==> config.mk <==
export PLATFORM = sky130hd
export DESIGN_NAME = rle_flash_fetch
export DESIGN_NICKNAME = d
export VERILOG_FILES = /design/src/rtl/rle_flash_fetch.sv
export SDC_FILE = /design/constraint.sdc
export NUM_CORES = 1
export LEC_CHECK = 0
export BUFFER_PORTS_ARGS = -buffer_cell sky130_fd_sc_hd__buf_2
export CAP_MARGIN = 40
export CELL_PAD_IN_SITES_DETAIL_PLACEMENT = 0
export CELL_PAD_IN_SITES_GLOBAL_PLACEMENT = 1
export CORE_UTILIZATION = 46
export CTS_CLUSTER_DIAMETER = 120
export DETAILED_ROUTE_END_ITERATION = 8
export GPL_TIMING_DRIVEN = 0
export HOLD_SLACK_MARGIN = 0.06
export PLACE_DENSITY_LB_ADDON = 0.1
export SYNTH_ARGS = -nofsm -noshare
export SYNTH_HDL_FRONTEND = slang
export SYNTH_SLANG_ARGS = --single-unit
==> constraint.sdc <==
create_clock -name clk -period 3.45 [get_ports clk]
set_input_delay 0.345 -clock clk [delete_from_list [all_inputs] [get_ports clk]]
set_output_delay 0.345 -clock clk [all_outputs]
set_load 0.01 [all_outputs]
==> src/rtl/rle_flash_fetch.sv <==
// rle_flash_fetch: streams RLE words from QSPI flash (0x6B quad read) into a 2-word FIFO for the decoder.
// Ports: clk/rstn clock and async active-low reset; stream_en fetch enable; start_addr first flash byte address;
//        read_next/stop_data decoder pop and restart; data/data_ready FIFO head and non-empty;
//        spi_cs_n/spi_sck/spi_d_out/spi_d_oe/spi_d_in flash interface.
module rle_flash_fetch #(
  parameter int DUMMY_CYCLES   = 8,
  parameter int CS_HIGH_CYCLES = 4
) (
  input  logic        clk,
  input  logic        rstn,
  input  logic        stream_en,
  input  logic [23:0] start_addr,
  input  logic        read_next,
  input  logic        stop_data,
  output logic [15:0] data,
  output logic        data_ready,
  output logic        spi_cs_n,
  output logic        spi_sck,
  output logic [3:0]  spi_d_out,
  output logic [3:0]  spi_d_oe,
  input  logic [3:0]  spi_d_in
);
  typedef enum logic [2:0] {IDLE, CMD, ADDR, DUMMY, DATA} state_t;
  state_t      r_state, w_next;
  logic        r_sck, r_cs_n;
  logic [4:0]  r_bcnt, w_last_cnt;
  logic [31:0] r_shift;
  logic [11:0] r_word;
  logic [15:0] r_f0, r_f1, w_word;
  logic [1:0]  r_occ, w_occ_pop;
  logic [3:0]  r_cs_cnt;
  logic        w_abort, w_pop, w_push, w_start, w_last, w_stall, w_tx;
  assign w_abort    = stop_data | ~stream_en;
  assign w_pop      = read_next & (r_occ != 2'd0) & ~w_abort;
  assign w_occ_pop  = r_occ - {1'b0, w_pop};
  assign w_start    = (r_state == IDLE) & ~w_abort & (r_cs_cnt == 4'(CS_HIGH_CYCLES - 1));
  assign w_last_cnt = (r_state == CMD) ? 5'd7 : (r_state == ADDR) ? 5'd23 :
                      (r_state == DUMMY) ? 5'(DUMMY_CYCLES - 1) : 5'd3;
  assign w_last     = r_bcnt == w_last_cnt;
  // a word may only begin when, after this cycle's pop, the FIFO still has a free slot for it
  assign w_stall    = (r_state == DATA) & ~r_sck & (r_bcnt == 5'd0) & (w_occ_pop == 2'd2);
  assign w_push     = (r_state == DATA) & r_sck & w_last & ~w_abort;
  assign w_word     = {r_word, spi_d_in};
  assign w_tx       = (r_state == CMD) | (r_state == ADDR);
  always_comb begin
    w_next = r_state;
    if (w_abort)
      w_next = IDLE;
    else if (r_state == IDLE)
      w_next = w_start ? CMD : IDLE;
    else if (r_sck & w_last)
      w_next = (r_state == CMD) ? ADDR : (r_state == ADDR) ? DUMMY : DATA;
  end
  always_ff @(posedge clk or negedge rstn)
    if (!rstn)
      r_state <= IDLE;
    else
      r_state <= w_next;
  // r_sck high marks the high phase; the edge that ends it samples spi_d_in and advances the bit
  always_ff @(posedge clk or negedge rstn)
    if (!rstn) begin
      r_sck    <= 1'b0;
      r_cs_n   <= 1'b1;
      r_bcnt   <= 5'd0;
      r_shift  <= 32'd0;
      r_word   <= 12'd0;
      r_cs_cnt <= 4'd0;
    end else if (r_state == IDLE || w_abort) begin
      r_sck    <= 1'b0;
      r_bcnt   <= 5'd0;
      r_cs_n   <= ~w_start;
      r_cs_cnt <= (r_state != IDLE) ? 4'd0 :
                  (r_cs_cnt == 4'(CS_HIGH_CYCLES - 1)) ? r_cs_cnt : r_cs_cnt + 4'd1;
      r_shift  <= {8'h6B, start_addr};
    end else if (!w_stall) begin
      r_sck <= ~r_sck;
      if (r_sck) begin
        r_shift <= {r_shift[30:0], 1'b0};
        r_bcnt  <= w_last ? 5'd0 : r_bcnt + 5'd1;
        r_word  <= {r_word[7:0], spi_d_in};
      end
    end
  always_ff @(posedge clk or negedge rstn)
    if (!rstn) begin
      r_occ <= 2'd0;
      r_f0  <= 16'd0;
      r_f1  <= 16'd0;
    end else begin
      r_occ <= w_abort ? 2'd0 : w_occ_pop + {1'b0, w_push};
      if (w_push & (w_occ_pop == 2'd0))
        r_f0 <= w_word;
      else if (w_pop)
        r_f0 <= r_f1;
      if (w_push & (w_occ_pop == 2'd1))
        r_f1 <= w_word;
    end
  assign data       = r_f0;
  assign data_ready = r_occ != 2'd0;
  assign spi_cs_n   = r_cs_n;
  assign spi_sck    = r_sck;
  assign spi_d_out  = {3'b000, r_shift[31] & w_tx};
  assign spi_d_oe   = {3'b000, w_tx};
endmodule
==> run metrics <==
Clock Sinks=92; Post-CTS Setup Inserts=0; IO Pins=60; CTS tree=yes; setup_tns=0 ns; WHS Path Cells=3; CTS clk-pin slew, worst paths=0.09 ns; most frequent CP cell=buf_2; DIE HEIGHT=100 µm; Worst Hold Class=in -> reg; fillers=844; die area=10000 µm²; GR Layer Usage met2=27.8%; Synth Instances=359; worst setup margin=0.389 ns; R2R Path Start=r_occ[1]$_DFF_PN0_; Finished Layout Cells=565; crit path cell chain=or2_2, and3_1, buf_2, buf_2, ha_1, xnor2_1, o2111ai_4, buf_6, mux2_4; DRC viols=0; hold_ws=0.192 ns; final critical-path share of the clock period=88.7%; RSZ-0062 raised after global routing=false; CTS Root Cell=clkbuf_8; number of diodes=0; Die W=100 µm; Vias/cell=5.07; Max IR drop VDD=0.237 mV; core area=9280 µm²; antenna-violating nets left=0; worst-path fanout max=10; cts bufs inserted=9; post-layout min period=3.06 ns; CP endpoint kind=flop; relative slew slack=45.7%; worst-skew pair later-pin latency=0.35 ns; YS warnings=0; largest net degree at the start of global routing=50; cts-stage hold buffer count=1; Core Util, Final=55.2%; endpoints failing hold=0; first-pass GRT wire length=14200 µm; CP top delay family=buffers and inverters; number of global-route vias before repair=2829; Max H-tree Level=3; cts repair resizes=0; Synth cell types=48; Layout Nets=469; Cell Count Post-Placement=548; run status=completed; initial core utilization=47.8%; Layout area overhead=15.6%; hold endpoint=r_shift[16]$_DFFE_PN0P_; share of post-route cells with drive strength above 1=35.6%; predominant post-synthesis flop cell=dfrtp_1; Fmax=0.327 GHz; Critical Path AT=3.30 ns; P_leak=2.49 nW; EDFF count, synth=0; crit path buf inv count=3; initial antenna violation count=0; ys async rst share=100%; final setup fails=0; pre-CTS setup slack=0.173 ns; port bufs=53; DR WL/cell=14.5 µm; M1 GR Usage=26.4%; Post-Synthesis Cell Area=4440 µm²; GR peak layer=met2; R2R Setup Slk=0.39 ns; register area share after synthesis=51.9%; 1st-iter DRT viols=94; dpl hpwl=5780 µm; syn avg cell area=12.4 µm²; CP max-delay cell=xnor2_1; clk_skew=0.0102 ns; CTS max path bufs=2; DRT Pass-1 Iters=4; Final GP Congestion=0.738; Final Max Tran Viols=0; aggregate global-route resource usage=18.2%; Power Dens Cells=416 nW/µm²; Hold Path Origin=start_addr[16]; Worst Path Required=3.69 ns; multi-input logic area=1960 µm²; final WL=8220 µm; max_cap viols=0; met3 GRT Util=3.13%; register bit total from synthesis=92; crit path kind=reg -> reg; total number of vias=2866; Remaining Overflow, GRT=0; CP Launch Type=flop; FF/Latch Area=2300 µm²; FF-to-FF path depth=9; r2r endpoint=r_f1[12]$_DFFE_PN0P_; Worst path max stage delay=0.52 ns; # rows=35; Worst-Margin Slew=0.794 ns
==> Yosys cell counts, drive strengths merged (3+ instances only) <==
cell type,n,area [µm²]
nand3,4,20.0
mux2i,32,320
o2111ai,5,78.8
dfrtp,91,2280
clkbuf,11,41.3
inv,8,30.0
nor2,12,45.0
nand2,36,135
o21ai,35,175
a21oi,3,15.0
nand4,3,18.8
ha,5,62.6
nand2b,4,32.5
nor3,3,20.0
mux2,60,751
buf,15,118
==> worst min-delay path, cell delays in order <==
cell and delay (ns):
buf_2 0.07, nand2_1 0.03, o21ai_0 0.05
==> flip-flops by register name, indices dropped and copies added, names as in the netlist, 2 cells and up <==
register,cells
data,16
r_bcnt,5
r_cs_cnt,4
r_f1,16
r_occ,2
r_shift,32
r_state,3
r_word,12
==> placed cells by master, fill, tap and decap left out, types with 5 or more instances in the layout <==
cell / instances
buf_2: 57
buf_4: 8
clkbuf_1: 12
clkbuf_8: 10
conb_1: 6
dfrtp_1: 91
ha_1: 5
inv_1: 8
mux2_2: 40
mux2_4: 20
mux2i_1: 32
nand2_1: 36
nor2_1: 12
o21ai_0: 35
==> area by class of cell <==
cell class | instances | area share [%]
sequential | 92 | 44.9
multi-input combinational | 238 | 38.3
timing repair buffer | 56 | 6.05
tap | 129 | 3.15
buffer | 26 | 3.10
clock buffer | 11 | 2.76
clock inverter | 5 | 1.17
inverter | 8 | 0.586
==> routing by layer <==
| layer | wire length (µm) | vias up |
|---|---|---|
| met5 | 0 | - |
| met4 | 112 | 0 |
| met3 | 217 | 10 |
| met2 | 3820 | 45 |
| met1 | 4070 | 1411 |
| li1 | - | 1400 |
==> per-stage QoR <==
step,total power [mW],cell area (µm²)
floorplan,1.33,4460
global placement,1.41,4880
detailed placement,1.42,4920
CTS,2.16,5130
global route,2.25,5130
finish,2.13,5130
==> worst max-delay path by stage <==
stage                            start                   end  slack [ns]  cells past startpoint
global route        r_occ[0]$_DFF_PN0_   data[8]$_DFFE_PN0P_        0.22                      9
finish              r_occ[1]$_DFF_PN0_  r_f1[12]$_DFFE_PN0P_        0.39                      9
global placement             stream_en  data[10]$_DFFE_PN0P_        0.18                     11
detailed placement           stream_en  data[11]$_DFFE_PN0P_        0.17                     11
CTS                 r_occ[0]$_DFF_PN0_   data[6]$_DFFE_PN0P_        0.35                      9
floorplan           r_occ[0]$_DFF_PN0_  data[10]$_DFFE_PN0P_        0.70                      9
==> report_power, final <==
group	internal, mW	leakage (nW)	total (mW)	switching [mW]
clock	0.358	0.0999	0.739	0.381
sequential	1.13	1.19	1.17	0.0377
combinational	0.101	1.20	0.227	0.127
==> cell families after synthesis <==
kind of cell	count (synthesis)	synth area share, %
multiplexers	92	24.1
buffers and inverters	34	4.26
other	1	0.0845
flip-flops	92	51.9
XOR/XNOR	4	0.790
adder cells (fa/ha/maj)	5	1.41
AO/OA/AOI/OAI	55	8.80
AND/OR/NAND/NOR	76	8.60
No activity file was read; power rests on OpenSTA's default activity.
